File: src/rtl/lfsr_pkg.sv
// lfsr_pkg: shared definitions for the LFSR sequencing controller.
//   - FSM state encoding (IDLE / RUN / DONE)
//   - default Fibonacci feedback tap mask
//   - parity helper used to form the feedback bit
package lfsr_pkg;

  localparam logic [1:0] ST_IDLE = 2'd0;
  localparam logic [1:0] ST_RUN  = 2'd1;
  localparam logic [1:0] ST_DONE = 2'd2;

  // x^8 + x^4 + x^3 + x^2 + 1 (maximal-length for an 8-bit register)
  localparam logic [7:0] DEFAULT_TAPS = 8'h1D;

  // Widest register the parity helper handles; narrower values are zero-extended.
  localparam int PARITY_W = 32;

  function automatic logic parity(input logic [PARITY_W-1:0] value);
    return ^value;
  endfunction

endpackage

File: src/rtl/lfsr_core.sv
// lfsr_core: N-bit Fibonacci LFSR register with seed load and zero-seed repair.
// Ports:
//   clk, reset      : clock, asynchronous active-high reset (state resets to 1)
//   load            : load load_value on the next edge (has priority over shift)
//   load_value [N]  : seed; a zero seed is replaced by 1 and flagged on lockup
//   shift_en        : advance one step: state <= {fb, state[N-1:1]}
//   state_q [N]     : current register contents
//   lockup          : one-cycle pulse, registered on the edge that repaired a zero seed
module lfsr_core
  import lfsr_pkg::*;
#(
  parameter int           N    = 8,
  parameter logic [N-1:0] TAPS = N'(DEFAULT_TAPS)
) (
  input  logic         clk,
  input  logic         reset,
  input  logic         load,
  input  logic [N-1:0] load_value,
  input  logic         shift_en,
  output logic [N-1:0] state_q,
  output logic         lockup
);

  localparam logic [N-1:0] STATE_ONE = {{(N-1){1'b0}}, 1'b1};

  logic [N-1:0]          state_r;
  logic                  lockup_r;
  logic [PARITY_W-1:0]   masked_s;
  logic                  fb_s;
  logic [N-1:0]          next_s;
  logic                  repair_s;

  // Feedback bit: parity of the tapped state bits, zero-extended for the helper.
  always_comb begin
    masked_s          = '0;
    masked_s[N-1:0]   = state_r & TAPS;
    fb_s              = parity(masked_s);
  end

  // Next-state selection: load (with zero-seed repair), shift, or hold.
  always_comb begin
    next_s   = state_r;
    repair_s = 1'b0;
    if (load) begin
      if (load_value == '0) begin
        // An all-zero register would lock the LFSR forever.
        next_s   = STATE_ONE;
        repair_s = 1'b1;
      end else begin
        next_s   = load_value;
        repair_s = 1'b0;
      end
    end else if (shift_en) begin
      next_s = {fb_s, state_r[N-1:1]};
    end else begin
      next_s = state_r;
    end
  end

  // State register and registered lockup pulse.
  always_ff @(posedge clk or posedge reset) begin
    if (reset) begin
      state_r  <= STATE_ONE;
      lockup_r <= 1'b0;
    end else begin
      state_r  <= next_s;
      lockup_r <= repair_s;
    end
  end

  assign state_q = state_r;
  assign lockup  = lockup_r;

endmodule

File: src/rtl/lfsr_seq_ctrl.sv
// lfsr_seq_ctrl: sequences an LFSR bit source through seed load, a counted run
// of valid/ready bit transfers, and a completion pulse.
// Ports:
//   clk, reset                 : clock, asynchronous active-high reset
//   seed_valid/seed_ready/seed_data : seed handshake, accepted only in IDLE
//   start, step_count          : begin a run of step_count bits (IDLE only)
//   abort                      : cancel a run (RUN only), no done pulse
//   bit_valid/bit_ready/bit_data    : output bit stream, bit_data = state_q[0]
//   state_q                    : LFSR contents
//   busy                       : high while running
//   done                       : one-cycle pulse after the last bit
//   lockup                     : one-cycle pulse when a zero seed was repaired
module lfsr_seq_ctrl
  import lfsr_pkg::*;
#(
  parameter int           N     = 8,
  parameter logic [N-1:0] TAPS  = N'(DEFAULT_TAPS),
  parameter int           CNT_W = 16
) (
  input  logic             clk,
  input  logic             reset,
  input  logic             seed_valid,
  output logic             seed_ready,
  input  logic [N-1:0]     seed_data,
  input  logic             start,
  input  logic [CNT_W-1:0] step_count,
  input  logic             abort,
  output logic             bit_valid,
  input  logic             bit_ready,
  output logic             bit_data,
  output logic [N-1:0]     state_q,
  output logic             busy,
  output logic             done,
  output logic             lockup
);

  localparam logic [CNT_W-1:0] CNT_ONE = {{(CNT_W-1){1'b0}}, 1'b1};

  logic [1:0]       fsm_r;
  logic [1:0]       fsm_next_s;
  logic [CNT_W-1:0] cnt_r;
  logic [CNT_W-1:0] cnt_next_s;
  logic             load_s;
  logic             accept_s;

  // Handshake qualifiers; all controls decode from the state register so
  // bit_ready has no combinational path to bit_valid.
  assign seed_ready = (fsm_r == ST_IDLE);
  assign bit_valid  = (fsm_r == ST_RUN);
  assign busy       = (fsm_r == ST_RUN);
  assign done       = (fsm_r == ST_DONE);
  assign load_s     = seed_valid & seed_ready;
  assign accept_s   = bit_valid & bit_ready;
  assign bit_data   = state_q[0];

  lfsr_core #(
    .N    (N),
    .TAPS (TAPS)
  ) u_core (
    .clk        (clk),
    .reset      (reset),
    .load       (load_s),
    .load_value (seed_data),
    .shift_en   (accept_s),
    .state_q    (state_q),
    .lockup     (lockup)
  );

  // FSM and step counter next-state logic.
  always_comb begin
    fsm_next_s = fsm_r;
    cnt_next_s = cnt_r;
    case (fsm_r)
      ST_IDLE: begin
        if (start) begin
          if (step_count != '0) begin
            cnt_next_s = step_count;
            fsm_next_s = ST_RUN;
          end else begin
            fsm_next_s = ST_DONE;
          end
        end else begin
          fsm_next_s = ST_IDLE;
        end
      end
      ST_RUN: begin
        if (abort) begin
          // A handshake in this cycle still shifts the core; only the run ends.
          cnt_next_s = '0;
          fsm_next_s = ST_IDLE;
        end else if (accept_s) begin
          cnt_next_s = cnt_r - CNT_ONE;
          if (cnt_r == CNT_ONE) begin
            fsm_next_s = ST_DONE;
          end else begin
            fsm_next_s = ST_RUN;
          end
        end else begin
          fsm_next_s = ST_RUN;
        end
      end
      ST_DONE: begin
        fsm_next_s = ST_IDLE;
      end
      default: begin
        // Unreachable encoding: recover to a quiet idle.
        cnt_next_s = '0;
        fsm_next_s = ST_IDLE;
      end
    endcase
  end

  // FSM state and counter registers.
  always_ff @(posedge clk or posedge reset) begin
    if (reset) begin
      fsm_r <= ST_IDLE;
      cnt_r <= '0;
    end else begin
      fsm_r <= fsm_next_s;
      cnt_r <= cnt_next_s;
    end
  end

endmodule

File: config.mk
export PLATFORM = sky130hd
export DESIGN_NAME = lfsr_seq_ctrl
export DESIGN_NICKNAME = d
export VERILOG_FILES = /design/src/rtl/lfsr_pkg.sv /design/src/rtl/lfsr_core.sv /design/src/rtl/lfsr_seq_ctrl.sv
export SDC_FILE = /design/constraint.sdc
export NUM_CORES = 1
export LEC_CHECK = 0
export ABC_AREA = 1
export BUFFER_PORTS_ARGS = -buffer_cell sky130_fd_sc_hd__buf_2
export CORE_MARGIN = 2
export CORE_UTILIZATION = 40
export CTS_CLUSTER_DIAMETER = 120
export DETAILED_ROUTE_END_ITERATION = 12
export PLACE_DENSITY_LB_ADDON = 0.08
export SLEW_MARGIN = 0
export SYNTH_ARGS = -nofsm -noshare
export SYNTH_HDL_FRONTEND = slang
export SYNTH_HIERARCHICAL = 1
export SYNTH_SLANG_ARGS = --single-unit
export TNS_END_PERCENT = 1
File: constraint.sdc
create_clock -name clk -period 3.8 [get_ports clk]
set_clock_uncertainty 0.1 [all_clocks]
set_input_delay 0.95 -clock clk [delete_from_list [all_inputs] [get_ports clk]]
set_output_delay 0.95 -clock clk [all_outputs]
set_load 0.05 [all_outputs]
==> results of run 1 <==
[path summary, 6_finish.rpt]
| path | start | endpoint | slack [ns] | cells after the start |
|---|---|---|---|---|
| max | fsm_r[1] | done | 1.40 | 3 |
| min | u_core/state_q[6] | u_core/state_q[5] | 0.41 | 2 |
| max reg2reg | fsm_r[1] | cnt_r[1] | 1.89 | 8 |
| min reg2reg | u_core/state_q[6] | u_core/state_q[5] | 0.41 | 2 |
| max in group asynchronous | reset | cnt_r[7] | 2.44 | 2 |
| min in group asynchronous | reset | u_core/lockup | 0.52 | 2 |
[state kept, by name, summed over array words and instances (netlist names)]
signal,flops
fsm_r,2
cnt_r,16
u_core/state_q,8
u_core/lockup,1
[power by group]
part           switching [mW]  internal [mW]
clock                   0.104         0.0747
sequential             0.0670          0.355
combinational           0.382          0.156
[cell families (layout without fill, tap and decap cells)]
group,after synthesis,in the layout,share of synthesized area
xor+xnor,5,5,0.0228
simple gates,181,181,0.407
compound gates,32,32,0.109
buf+inv,40,81,0.0952
fa+ha+maj,2,2,0.0130
flops,27,27,0.353
[critical path, cell delays in order (launching register included)]
cell and delay, ns:
dfrtp_1 0.45, inv_2 0.06, nor2_1 0.23, buf_2 0.32
[final cells by class]
class,count,area [µm²]
fill,505,2460
multi-input combinational,220,1060
sequential,27,677
timing repair buffer,45,230
inverter,32,123
tap,54,67.6
clock buffer,3,41.3
clock inverter,1,7.51
[per-stage QoR]
| stage | hold WS (ns) | power (mW) |
|---|---|---|
| after CTS | 0.411 | 1.14 |
| final | 0.405 | 1.14 |
| after floorplan | 0.371 | 0.841 |
| after global routing | 0.445 | 1.23 |
| after global placement | 0.385 | 0.964 |
| after detailed placement | 0.386 | 0.966 |
[metal layers]
layer  track usage  wire [µm]  share of wire  up-vias
li1              -          -              -      980
met1         0.296       2490           0.50      848
met2         0.324       2280           0.46       40
met3        0.0221        143          0.029        4
met4        0.0514         53          0.011        0
met5             0          0              0        -
[cells in the mapped netlist]
master | instances | share of area
nand4_1 | 1 | 0.0033
a21oi_1 | 3 | 0.0078
o21ai_2 | 6 | 0.027
o21ai_1 | 4 | 0.010
inv_1 | 28 | 0.055
inv_2 | 3 | 0.0059
nor2_1 | 37 | 0.072
buf_4 | 3 | 0.012
buf_6 | 2 | 0.012
nor3_1 | 2 | 0.0052
or2_0 | 1 | 0.0033
xnor2_1 | 1 | 0.0046
buf_2 | 3 | 0.0078
o21ai_0 | 12 | 0.031
nor2_2 | 2 | 0.0065
nor2_4 | 5 | 0.029
a21oi_4 | 1 | 0.0085
a22oi_1 | 6 | 0.023
nand2_2 | 2 | 0.0065
dfstp_2 | 1 | 0.014
xor2_1 | 4 | 0.018
nor4_1 | 1 | 0.0033
dfrtp_1 | 26 | 0.34
nand2_4 | 1 | 0.0059
inv_4 | 1 | 0.0033
nand3_1 | 24 | 0.063
nand2_1 | 104 | 0.20
ha_1 | 2 | 0.013
nand3_2 | 1 | 0.0052
==> metrics.csv, run 1 <==
stage;metric;value;unit
status;outcome;finished clean;
final_layout;layout_commonest_cell;nand2_1;
sta;max_slew.worst_pin.slew;0.751;ns
yosys;synth_fp_nets;319;
grt;grt_usage;0.204;
route;detail_route.wl_per_cell;13.0;µm
route;wl;4970;µm
grt;grt_pass1_vias;1724;
yosys;ys_types;29;
run;drv_cap;0;
grt;antenna_found_initial;0;
sta;setup_viol;0;
grt;grt_pass1_wl;8470;µm
grt;grt_max_degree;21;
clocking;cts.sinks;27;
clocking;cts_buffers;3;
sta;period_needed;2.40;ns
clocking;clock_path_buffers;2;
route;drtAntennaViolNets;0;
sta;drv_slew;0;
yosys;ys_seq_elements;27;
yosys;yosysWarnings;6;
setup_path;required;2.75;ns
power_and_ir_drop;vdd_drop_max;0.233;mV
floorplanning;start_util;0.412;
final_layout;final_area;2200;µm²
setup_path;critPathKind;flop to output port;
power_and_ir_drop;powerDensity;517;nW/µm²
setup_path;crit_fanout;3;
power_and_ir_drop;leakagePower;1.19;nW
placed_design;io_buffers;43;
placed_design;hpwl;3840;µm
final_layout;instances_no_fill;382;
final_layout;layout_common_cells;nand2_1 (104), buf_2 (43), nor2_1 (37), inv_1 (28), dfrtp_1 (26);
grt;overflow;0;
floorplanning;die_x;73.2;µm
route;drt_iter0_markers;147;
sta;rsz0062_at_grt;no;
floorplanning;coreArea;4660;µm²
yosys;synthCells;287;
route;via_count;1872;
clocking;htreeDepth;1;
route;drc;0;
route;dr.pass1.iters;4;
floorplanning;std_cell_rows;25;
sta;min_period_over_period;0.631;
yosys;syn-cell-area;1920;µm²
placed_design;dpl_worst_slack;1.38;ns
clocking;cts_resized;0;
yosys;syn_area_per_cell;6.68;µm²
final_layout;final_nets;361;
sta;tns;0;ns
clocking;clk_pin_slew;0.11;ns
sta;max_freq;417;MHz
hold_path;min_path_type;flop to flop;
sta;final_hold_viol_count;0;
final_layout;drive_gt1_frac;0.220;
route;via_per_inst;4.90;
setup_path;crit_arrival;1.35;ns
final_layout;diodes;0;
placed_design;dp.cells;378;
sta;slew-limit-headroom;0.499;
final_layout;area_growth;14.9;%
yosys;ys_seq_area_frac;0.353;
setup_path;worstSetupStartpointType;flop;
clocking;cts_root_buffer;clkbuf_8;
floorplanning;die_area;5360;µm²
clocking;post_cts_buffers;0;
sta;setup_slack;1.40;ns
placed_design;place_area;2160;µm²
clocking;cts_tree;built;
clocking;cts_hold_buf;0;
floorplanning;io_pins;44;
setup_path;worstSetupEndpointType;output port;
final_layout;final_util;0.473;
clocking;worst_skew_pair.late_latency;0.28;ns
floorplanning;die_height;73.2;µm
placed_design;place_congestion;0.851;
Power figures use the tool's default switching activity.
==> run 2, diff against run 1 <==
- clock period: 3.8 -> 2.3 ns (I/O delays scaled with it)
==> metrics.csv, run 2 (synthesis gave the netlist of run 1 again) <==
stage;metric;value;unit
route;drc;0;
setup_path;worstSetupEndpointType;output port;
grt;grt_pass1_vias;1779;
clocking;htreeDepth;1;
grt;use_met1;0.287;
power_and_ir_drop;seq_power_share;0.372;
power_and_ir_drop;power;1.88;mW
grt;overflow;0;
clocking;cts_tree;built;
setup_path;crit_arrival;1.30;ns
grt;grt_usage;0.202;
setup_path;crit_fanout;3;
setup_path;r2r.worst_path.cells;9;
power_and_ir_drop;internal_power;0.973;mW
grt;use_met2;0.315;
floorplanning;std_cell_rows;25;
final_layout;drive_gt1_frac;0.224;
power_and_ir_drop;leakagePower;1.20;nW
sta;slew-limit-headroom;0.500;
floorplanning;io_pins;44;
grt;top_usage_layer;met2;
final_layout;largest_reg_flops;16;
power_and_ir_drop;swShare;0.483;
sta;max_slew.worst_pin.slew;0.750;ns
power_and_ir_drop;power.share.clock;0.154;
clocking;post_cts_buffers;0;
status;outcome;finished clean;
grt;antenna_found_initial;0;
clocking;cts_root_buffer;clkbuf_8;
floorplanning;coreArea;4660;µm²
grt;grt_pass1_wl;8360;µm
clocking;worst_skew_pair.late_latency;0.28;ns
setup_path;critPathKind;flop to output port;
placed_design;hpwl;3810;µm
run;drv_cap;0;
clocking;cts_resized;0;
setup_path;reg2reg_slack;0.45;ns
sta;setup_viol;0;
final_layout;final_nets;363;
sta;drv_slew;0;
setup_path;worstSetupStartpointType;flop;
floorplanning;die_height;73.2;µm
floorplanning;die_area;5360;µm²
route;dr.pass1.iters;4;
power_and_ir_drop;powerDensity;848;nW/µm²
grt;grt_use_met3;0.0235;
sta;period_needed;1.97;ns
final_layout;top_register;cnt_r;
setup_path;r2r-end;cnt_r[12];
final_layout;fill_cells;497;
route;drtAntennaViolNets;0;
clocking;cts_buffers;3;
route;via_per_inst;4.86;
power_and_ir_drop;p_switching;0.908;mW
placed_design;place_congestion;0.842;
final_layout;layout_common_cells;nand2_1 (104), buf_2 (43), nor2_1 (37), inv_1 (28), dfrtp_1 (26);
floorplanning;die_x;73.2;µm
grt;grt_max_degree;20;
sta;min_period_over_period;0.858;
route;wl;4850;µm
setup_path;r2r_start;cnt_r[0];
sta;rsz0062_at_grt;no;
final_layout;area_growth;15.7;%
clocking;cts.sinks;27;
clocking;clk_pin_slew;0.10;ns
sta;tns;0;ns
clocking;clock_path_buffers;2;
placed_design;io_buffers;43;
hold_path;min_path_type;primary input to async pin;
route;drt_iter0_markers;101;
sta;final_hold_viol_count;0;
power_and_ir_drop;vdd_drop_max;0.266;mV
sta;max_freq;507;MHz
route;detail_route.wl_per_cell;12.6;µm
power_and_ir_drop;combPwrFrac;0.474;
clocking;cts_hold_buf;0;
final_layout;diodes;0;
final_layout;layout_commonest_cell;nand2_1;
route;via_count;1866;
setup_path;required;1.62;ns
floorplanning;start_util;0.412;
run 2: changes by cell type in the layout (fill, tap and decap cells not counted):
cell | previous run | this run
buf_4 | 2 | 4
run 2: how the worst max path moves through the flow:
stage	endpoint	cells after the start	start	slack, ns
floorplan	done	2	fsm_r[1]	0.45
global placement	cnt_r[12]	9	step_count[10]	0.36
detailed placement	cnt_r[12]	9	step_count[10]	0.36
CTS	done	3	fsm_r[1]	0.30
global route	done	3	fsm_r[1]	0.24
finish	done	3	fsm_r[1]	0.33
run 2: critical path, stage by stage, from the launching register on:
cell,delay [ns]
dfrtp_1,0.43
inv_2,0.06
nor2_1,0.21
buf_2,0.32
run 2: routing by layer:
metal	vias up	share of wire
li1	991	-
met1	815	0.48
met2	53	0.45
met3	7	0.051
met4	0	0.016
met5	-	0
run 2: through the flow:
stage	cells	worst slack, ns	area [µm²]	hold slack, ns	utilization
after floorplan	287	0.449	1920	0.302	-
after global placement	380	0.365	2170	0.384	0.466
after detailed placement	380	0.358	2170	0.386	0.466
after CTS	384	0.302	2220	0.152	0.476
after global routing	384	0.238	2220	0.177	0.476
final	384	0.327	2220	0.144	0.476
run 2: power by group through the flow:
stage / Combinational [mW] / Sequential [mW] / Clock (mW)
finish: 0.891 / 0.700 / 0.290
global route: 1.01 / 0.719 / 0.316
CTS: 0.898 / 0.700 / 0.303
detailed placement: 0.894 / 0.709 / 0
global placement: 0.892 / 0.707 / 0
floorplan: 0.566 / 0.823 / 0
run 2: area by class of cell:
class	instances	area, µm²	area share
Clock buffer	3	41.3	0.0186
Clock inverter	1	7.51	0.00338
Timing Repair Buffer	47	245	0.110
Inverter	32	123	0.0552
Tap cell	54	67.6	0.0304
Sequential cell	27	677	0.305
Multi-Input combinational cell	220	1060	0.477
==> run 3, diff against run 2 <==
--- a/config.mk
+++ b/config.mk
@@ -13,3 +13,3 @@
 export DETAILED_ROUTE_END_ITERATION = 12
-export PLACE_DENSITY_LB_ADDON = 0.08
+export PLACE_DENSITY_LB_ADDON = 0.15
 export SLEW_MARGIN = 0
==> constraint.sdc (replaced) <==
create_clock -name clk -period 2.3 [get_ports clk]
set_clock_uncertainty 0.1 [all_clocks]
set_input_delay 0.345 -clock clk [delete_from_list [all_inputs] [get_ports clk]]
set_output_delay 0.345 -clock clk [all_outputs]
set_load 0.05 [all_outputs]
==> metrics.csv, run 3 (synthesis gave the netlist of run 1 again) <==
stage;metric;value;unit
clocking;worst_skew_pair.late_latency;0.29;ns
setup_path;critPathKind;flop to output port;
power_and_ir_drop;p_switching;0.913;mW
placed_design;place_congestion;0.899;
setup_path;cpMaxStageDelayCell;dfrtp_1;
setup_path;required;1.86;ns
sta;min_period_over_period;0.834;
route;dr.pass1.iters;4;
grt;grt_usage;0.197;
grt;antenna_found_initial;0;
placed_design;hpwl;3820;µm
route;drt_iter0_markers;110;
floorplanning;start_util;0.412;
route;wl;4900;µm
floorplanning;coreArea;4660;µm²
setup_path;crit_start;fsm_r[0];
setup_path;crit_family;buffers and inverters;
floorplanning;die_area;5360;µm²
hold_path;min-delay-start;seed_data[5];
grt;grt_pass1_wl;8090;µm
clocking;cts_root_buffer;clkbuf_8;
sta;max_freq;521;MHz
final_layout;top_register;cnt_r;
route;drtAntennaViolNets;0;
power_and_ir_drop;combPwrFrac;0.471;
setup_path;cp_cell_sequence;nor2_2 -> buf_4 -> buf_2;
floorplanning;io_pins;44;
clocking;htreeDepth;1;
hold_path;min_path_type;primary input to flop;
grt;overflow;0;
route;via_per_inst;4.87;
clocking;cts_tree;built;
setup_path;r2r_start;fsm_r[1];
final_layout;diodes;0;
power_and_ir_drop;vdd_drop_max;0.388;mV
clocking;clock_path_buffers;2;
power_and_ir_drop;swShare;0.484;
placed_design;io_buffers;43;
power_and_ir_drop;leakagePower;1.20;nW
power_and_ir_drop;internal_power;0.972;mW
final_layout;final_area;2220;µm²
sta;max_slew.worst_pin.slew;0.771;ns
sta;tns;0;ns
setup_path;critPathBufInv;2;
clocking;post_cts_buffers;0;
setup_path;worstSetupStartpointType;flop;
sta;setup_viol;0;
route;drc;0;
final_layout;area_growth;15.9;%
power_and_ir_drop;power;1.88;mW
final_layout;final_nets;363;
power_and_ir_drop;seq_power_share;0.372;
grt;grt_max_degree;20;
sta;period_needed;1.92;ns
setup_path;crit_arrival;1.47;ns
sta;slew-limit-headroom;0.486;
sta;final_hold_viol_count;0;
final_layout;largest_reg_flops;16;
route;detail_route.wl_per_cell;12.8;µm
setup_path;reg2reg_slack;0.44;ns
clocking;cts.sinks;27;
clocking;clk_pin_slew;0.10;ns
final_layout;layout_commonest_cell;nand2_1;
final_layout;layout_common_cells;nand2_1 (104), buf_2 (43), nor2_1 (37), inv_1 (28), dfrtp_1 (26);
floorplanning;std_cell_rows;25;
placed_design;place_area;2160;µm²
floorplanning;die_x;73.2;µm
grt;grt_pass1_vias;1677;
setup_path;worstSetupEndpointType;output port;
power_and_ir_drop;power.share.clock;0.157;
final_layout;drive_gt1_frac;0.221;
status;outcome;finished clean;
setup_path;critPathMaxStageDelay;0.42;ns
route;via_count;1869;
setup_path;crit_fanout;19;
clocking;cts_buffers;3;
sta;rsz0062_at_grt;no;
run;drv_cap;0;
power_and_ir_drop;powerDensity;848;nW/µm²
floorplanning;die_height;73.2;µm
sta;drv_slew;0;
[run 3: cell count changes in the layout (fill, tap and decap cells not counted), sizes merged]
cell | previous run | this run
dlygate4sd3 | 0 | 1
buf | 47 | 46
[run 3: what timing repair did]
action / 4_1_cts / 5_1_grt
hold endpoints to repair: 8 / 0
gates resized for setup: 0 / 0
hold buffers: 1 / 0
setup endpoints to repair: 0 / 0
[run 3: metrics by stage]
step,setup WS [ns],instances,hold slack (ns),utilization
after detailed placement,0.484,379,0.250,0.464
final,0.382,384,0.205,0.477
after CTS,0.369,384,0.201,0.477
after global placement,0.520,379,0.241,0.464
after floorplan,0.455,287,0.0722,-
after global routing,0.297,384,0.207,0.477
[run 3: worst paths after layout]
kind | end | cells after the start
setup / recovery | seed_ready | 3
min in group asynchronous | u_core/lockup | 3
hold reg to reg | u_core/state_q[5] | 2
setup reg to reg | fsm_r[1] | 7
max in group asynchronous | cnt_r[2] | 3
hold / removal | u_core/state_q[5] | 3
[run 3: layer usage]
metal,wire (µm),up-vias,global-route usage
met2,2220,32,0.300
met4,86,0,0.0679
met1,2440,842,0.286
li1,-,988,-
met5,0,-,0
met3,158,7,0.0276
[run 3: layout make-up]
| class | instances | area, µm² |
|---|---|---|
| timing repair buffer | 47 | 248 |
| clock inverter | 1 | 7.51 |
| multi-input combinational | 220 | 1060 |
| fill | 503 | 2440 |
| tap | 54 | 67.6 |
| clock buffer | 3 | 41.3 |
| sequential | 27 | 677 |
| inverter | 32 | 123 |
[run 3: tightest hold or removal path, cell delays in order]
cell	delay, ns
buf_2	0.09
a22oi_1	0.07
nand2_1	0.06
[run 3: power by group through the flow]
stage / Clock, mW / Combinational [mW] / Sequential (mW)
2_1_floorplan: 0 / 0.566 / 0.823
3_3_place_gp: 0 / 0.883 / 0.706
3_5_place_dp: 0 / 0.887 / 0.710
4_1_cts: 0.306 / 0.891 / 0.701
5_1_grt: 0.325 / 0.997 / 0.722
6_report: 0.296 / 0.887 / 0.701
